`config.mk`:
```
export PLATFORM = sky130hd
export DESIGN_NAME = cp0_exc_ctrl
export DESIGN_NICKNAME = d
export VERILOG_FILES = /design/src/rtl/cp0_exc_ctrl.sv
export SDC_FILE = /design/constraint.sdc
export NUM_CORES = 1
export LEC_CHECK = 0
export CAP_MARGIN = 30
export CELL_PAD_IN_SITES_DETAIL_PLACEMENT = 1
export CELL_PAD_IN_SITES_GLOBAL_PLACEMENT = 2
export CORE_MARGIN = 2
export CORE_UTILIZATION = 21
export CTS_CLUSTER_SIZE = 20
export DETAILED_ROUTE_END_ITERATION = 6
export PLACE_DENSITY = 0.84
export SLEW_MARGIN = 40
export SYNTH_ARGS = -nofsm -noshare
export SYNTH_HDL_FRONTEND = slang
export SYNTH_SLANG_ARGS = --single-unit
```
`constraint.sdc`:
```
create_clock -name clk -period 4.7 [get_ports clk]
set_input_delay 0.94 -clock clk [delete_from_list [all_inputs] [get_ports clk]]
set_output_delay 0.94 -clock clk [all_outputs]
set_load 0.005 [all_outputs]
```
`src/rtl/cp0_exc_ctrl.sv`:
```
// CP0 exception/interrupt controller at the M stage: SR/Cause/EPC/PRId, arbitration, eret.
// Optional CP0_BD_EN: branch-delay-slot aware EPC and Cause.BD.
module cp0_exc_ctrl #(
    parameter logic [31:0] HANDLER_ADDR = 32'h0000_4180,
    parameter logic [31:0] PRID_VALUE   = 32'h2020_1221
) (
    input  logic        clk,
    input  logic        reset,
    input  logic [31:0] PC_M,
    input  logic [4:0]  ExcCode_M,
    input  logic        BD_M,
    input  logic [5:0]  HWInt,
    input  logic        CP0We,
    input  logic [4:0]  CP0Addr,
    input  logic [31:0] CP0WD,
    input  logic        EretM,
    output logic [31:0] CP0RD,
    output logic        Req,
    output logic [31:0] HandlerPC,
    output logic [31:0] EPCOut,
    output logic        EXL
);

    logic [5:0]  im_q, im_d;
    logic        exl_q, exl_d;
    logic        ie_q, ie_d;
    logic        bd_q, bd_d;
    logic [5:0]  ip_q, ip_d;
    logic [4:0]  exccode_q, exccode_d;
    logic [31:0] epc_q, epc_d;

    logic [31:0] sr, cause;
    logic        int_req, exc_req;
    logic        bd_take;
    logic [31:0] epc_take;

    assign sr    = {16'b0, im_q, 8'b0, exl_q, ie_q};
    assign cause = {bd_q, 15'b0, ip_q, 3'b0, exccode_q, 2'b0};

    assign int_req = (|(HWInt & im_q)) & ie_q & ~exl_q;
    assign exc_req = (ExcCode_M != 5'd0) & ~exl_q;
    assign Req     = int_req | exc_req;

`ifdef CP0_BD_EN
    assign bd_take  = BD_M;
    assign epc_take = BD_M ? (PC_M - 32'd4) : PC_M;
`else
    // BD_M kept in the expression only so the port is not dangling.
    assign bd_take  = BD_M & 1'b0;
    assign epc_take = PC_M;
`endif

    assign HandlerPC = HANDLER_ADDR;
    assign EPCOut    = epc_q;
    assign EXL       = exl_q;

    always_comb begin
        CP0RD = 32'b0;
        case (CP0Addr)
            5'd12:   CP0RD = sr;
            5'd13:   CP0RD = cause;
            5'd14:   CP0RD = epc_q;
            5'd15:   CP0RD = PRID_VALUE;
            default: CP0RD = 32'b0;
        endcase
    end

    always_comb begin
        im_d      = im_q;
        exl_d     = exl_q;
        ie_d      = ie_q;
        bd_d      = bd_q;
        ip_d      = HWInt;
        exccode_d = exccode_q;
        epc_d     = epc_q;
        if (Req) begin
            // The faulting instruction is squashed, so its mtc0/eret never land.
            exl_d     = 1'b1;
            epc_d     = epc_take;
            bd_d      = bd_take;
            exccode_d = int_req ? 5'd0 : ExcCode_M;
        end else begin
            if (CP0We) begin
                case (CP0Addr)
                    5'd12: begin
                        im_d  = CP0WD[15:10];
                        exl_d = CP0WD[1];
                        ie_d  = CP0WD[0];
                    end
                    5'd14:   epc_d = {CP0WD[31:2], 2'b00};
                    default: ;
                endcase
            end
            if (EretM) exl_d = 1'b0;
        end
    end

    always_ff @(posedge clk) begin
        if (reset) begin
            im_q      <= 6'b0;
            exl_q     <= 1'b0;
            ie_q      <= 1'b0;
            bd_q      <= 1'b0;
            ip_q      <= 6'b0;
            exccode_q <= 5'b0;
            epc_q     <= 32'b0;
        end else begin
            im_q      <= im_d;
            exl_q     <= exl_d;
            ie_q      <= ie_d;
            bd_q      <= bd_d;
            ip_q      <= ip_d;
            exccode_q <= exccode_d;
            epc_q     <= epc_d;
        end
    end

endmodule

```
* Word level (Yosys, flattened, before mapping) *
Cells that the tools add are included.

storage, ports and cells
  flip-flop bits (word level) = 51
  bits of input ports = 85
  output and inout port bits = 98
  logic and storage cells = 35

operators by class
  eq/ne operators = 4
  multiplexer cells = 9
  bitwise operators = 7
  reductions and logical operators = 9

operators with widths
  operator                                             count
  one-hot mux 32 bit (4 select lines)                  1
  2-to-1 mux 32 bit                                    3
  equality test 5 x 4 -> 1 bit, second input constant  4
  bitwise AND 6 bit                                    1
  nonzero test 3 bit                                   2
  OR reduction 6 bit                                   1
  2-to-1 mux 5 bit                                     1
  nonzero test 5 bit                                   1
  2-to-1 mux 1 bit                                     4
  AND reduction 2 bit                                  2
  nonzero test 2 bit                                   2
  bitwise AND 1 bit                                    3
  AND reduction 3 bit                                  1
  NOT 1 bit                                            2
  OR 1 bit                                             1

* Longest topological paths before layout *
  word-level depth = 7
  gate-level depth with buffers = 6

* Worst setup path after synthesis *
No wires, ideal clock.

  path kind = input to output
  start = input port ExcCode_M[0]
  end = output port Req
  data arrival time = 2.250 ns
  path slack = 1.510 ns
  cell stages on the path = 6
  cells stage by stage = or4_4 -> o21a_1 -> buf_6 -> nor2_1 -> buf_2 -> inv_1

between the ends
  word-level cells in the longest chain between the ends = 3

ends and longest elaborated chain
  element             line  text
  from (decl)         10    input logic [4:0] ExcCode_M,
  nonzero test 5 bit  41    assign exc_req = (ExcCode_M != 5'd0) & ~exl_q;
  bitwise AND 1 bit   41
  OR 1 bit            42    assign Req = int_req | exc_req;
  to (decl)           18    output logic Req,

No other way between the ends.

* Worst setup path after layout *
  start = input port ExcCode_M[1]
  end = output port Req

The elaborated chain is that of the path after synthesis.

==> summary.md <==
| Metric | Value |
|---|---|
| Status | `finished, final reports clean` |
| Avg WL per Cell | `17.1 microns` |
| Combinational group share of total power | `0.234` |
| Cells after synthesis | `333` |
| Setup TNS | `0 ns` |
| Synth Warn # | `0` |
| CTS tree | `yes` |
| Met1 usage | `0.184` |
| Cell area after layout | `0.00459 sq mm` |
| Num rows | `42` |
| FF+latch count, synth | `51` |
| DP HPWL | `8310 microns` |
| Initial DRT Pass Iterations | `4` |
| Cells after DPL | `640` |
| Power per cell area | `249 mW/mm^2` |
| Crit end category | `output pin` |
| Hold WC Path Type | `reg2reg` |
| Max_slew headroom | `0.531` |
| Skew final | `0.00913 ns` |
| Post-DP Area | `~0.0044 sq mm` |
| Worst EP arrival | `a little over 3 ns` |
| Family with the most delay on the worst path | `buffers and inverters` |
| Synth area leaders | `dfxtp_1 35%, mux2i_1 17%, buf_4 8.3%, a211oi_1 8.1%, a21oi_1 6.9%` |
| Critical Path Stages | `6` |
| Post-synth EDFFs | `0` |
| Worst-path clk slew | `0.08 ns` |
| Worst IR Drop VDD | `roughly 0.00012 V` |
| Switching part of the total | `0.280` |
| Max Clk Rate | `251 MHz` |
| CP Max Fanout | `9` |
| Post-route ant nets | `0` |
| Slew @ Worst Pin | `0.703 ns` |
| Crit share post-route | `0.848` |
| TritonCTS Buffers | `5` |
| Chip Height | `121 microns` |
| Initial Utilization | `0.216` |
| Via Count | `a little under 3000` |
| CP startpoint kind | `input pin` |
| Sw power | `about 320 uW` |
| Post-CTS setup buffers | `0` |
| CP Buf/Inv Count | `3` |
| First-pass GRT wire length | `between 15000 and 20000 microns` |
| H-tree Lvls | `2` |
| Synth cell types | `31` |
| Core ar. | `0.0133 sq mm` |
| Clk_lat worst skew | `between 0.2 and 0.3 ns` |
| Clock power share | `0.337` |
| Vias in the first global route | `3025` |
| Pleak | `1.92 nW` |
| Fin nets | `556` |
| Seq/Total Area, Yosys | `0.354` |
| Overall Global Routing Usage | `0.151` |
| Synth Cell Area | `0.00288 sq mm` |
| 1st-iter DRT viols | `68` |
| RSZ-0062 raised after global routing | `no` |
| CTS max path bufs | `2` |
| GRT met3 Usage | `0.0315` |
| Worst-path cell chain | `clkdlybuf4s50_1 > or4_4 > o21a_1 > nor2_2 > inv_1 > clkdlybuf4s50_1` |
| Ys flop type | `dfxtp_1` |
| Die area | `around 0.015 sq mm` |
| Hold Path Cell Cnt | `2` |
| Drt total wl | `about 11000 microns` |
| Cells on worst reg2reg path | `5` |
| Hold slack final | `about 0.49 ns` |
| Overall die width | `121 microns` |
| CTS resizes | `0` |
| Area delta synth->final | `59.3%` |
| RD Place Congestion | `just under 0.8` |
| IO Count | `183` |
| GRT busiest layer | `met2` |
| Leading area contributor after synthesis | `dfxtp_1` |
| Crit Path Category | `in2out` |
| Met2 global-route usage | `0.270` |
| Total clock sinks | `51` |
| Syn_area_per_cell | `8.66 sq um` |
| Sequential Power Share | `0.429` |
| Drc violations | `0` |
| Via density | `4.46` |
| Synth async-reset ratio | `0` |
| Most used cell, CP | `clkdlybuf4s50_1` |
| Setup violators final | `0` |
| Max-cap violations | `0` |
| Buffers added on ports | `about 150` |
| Crit path time final | `3.99 ns` |
| Ant. Diodes | `0` |
| Final Max Slew Viols | `0` |
| Synth top area share | `0.354` |
| Share of cells above drive strength 1 | `0.0572` |
| Final hold vios | `0` |
| Biggest cell delay along the critical path | `0.55 ns` |
| CTS hold repair buffers | `0` |
| Final WS setup | `0.714 ns` |
| Max stage delay cell, worst path | `or4_4` |
| Fin cells | `648` |
| Largest net degree at the start of global routing | `55` |
| Grt total ovfl | `0` |
| Power Internal | `822 uW` |
| Root Driver | `clkbuf_16` |
| Initial antenna violation count | `0` |
| Dpl ws | `0.714 ns` |
| Req. time, crit path | `3.76 ns` |
metal layers:
metal / part of all wire / vias up / wire [microns]
li1: - / 1402 / -
met1: 0.43 / 1375 / 4710
met5: 0 / - / 0
met3: 0.065 / 7 / 718
met4: 0.012 / 0 / 131
met2: 0.50 / 108 / 5500
cells by family (layout without fill, tap and decap cells):
| group | Yosys count | in the layout | share of synthesized area |
|---|---|---|---|
| muxes | 48 | 48 | 0.167 |
| and+or+nand+nor | 82 | 82 | 0.157 |
| AOI/OAI and AO/OA | 88 | 88 | 0.192 |
| other | 2 | 32 | 0.00260 |
| buffers and inverters | 62 | 171 | 0.128 |
| DFF | 51 | 51 | 0.354 |
path summary, 6_finish.rpt:
| check | start | end | slack (ns) |
|---|---|---|---|
| worst max register to register | im_q[1] | EPCOut[19] | 2.58 |
| worst max-delay path | ExcCode_M[1] | Req | 0.71 |
| worst min-delay path | im_q[2] | im_q[2] | 0.49 |
| worst min register to register | im_q[2] | im_q[2] | 0.49 |
sequential cells by signal, summed over array words and instances, names as in the netlist:
name	cells
EPCOut	32
ie_q	1
ip_q	6
im_q	6
exccode_q	5
EXL	1
metrics by stage:
step / util / power, mW
after floorplan: - / 0.617
after global placement: 0.333 / 0.764
after detailed placement: 0.333 / 0.770
after CTS: 0.344 / 1.16
after global routing: 0.344 / 1.21
final: 0.344 / 1.14
Yosys cell counts, types with 2 or more instances:
cell      instances
dfxtp_1          51
mux2i_1          48
a21oi_1          40
buf_4            32
a211oi_1         31
nor2_1           27
clkbuf_1         17
and3_1           16
nand2b_1         15
nor2b_1          10
buf_2             8
a22oi_1           7
o21ai_0           4
inv_1             3
nand2_1           3
nand4_1           3
conb_1            2
nand3_1           2
nor3_1            2
layout make-up:
type | instances | area [sq um]
fill | 1578 | 8750
multi-input combinational | 250 | 1620
timing repair buffer | 160 | 1570
sequential | 51 | 1020
tap | 176 | 220
clock buffer | 5 | 125
clock inverter | 3 | 25.0
inverter | 3 | 11.3
layout by cell type, fill, tap and decap left out, types with 2 or more instances in the layout:
cell type          n
inv_6              2
nor2_1            26
conb_1            32
o21ai_0            4
clkbuf_16          5
nand2b_1          15
a21oi_1           40
nor2b_1            9
buf_4             12
nor3_1             2
inv_1              3
and3_1            16
mux2i_1           48
nand2_1            3
nand4_1            3
dfxtp_1           51
clkdlybuf4s50_1  148
a211oi_1          31
a22oi_1            7
worst reg2reg max path, cell delays in order (launching register included):
cell,delay [ns]
dfxtp_1,0.33
a22oi_1,0.28
a311o_1,0.68
buf_4,0.38
a21oi_1,0.11
a211oi_1,0.25
power by group through the flow:
stage | Sequential [mW] | Combinational (mW) | Clock, mW
after detailed placement | 0.500 | 0.270 | 0
after global routing | 0.495 | 0.293 | 0.417
after global placement | 0.499 | 0.264 | 0
after CTS | 0.491 | 0.271 | 0.403
after floorplan | 0.495 | 0.122 | 0
final | 0.490 | 0.267 | 0.384
Note: power is estimated with default switching activity, not from simulation.
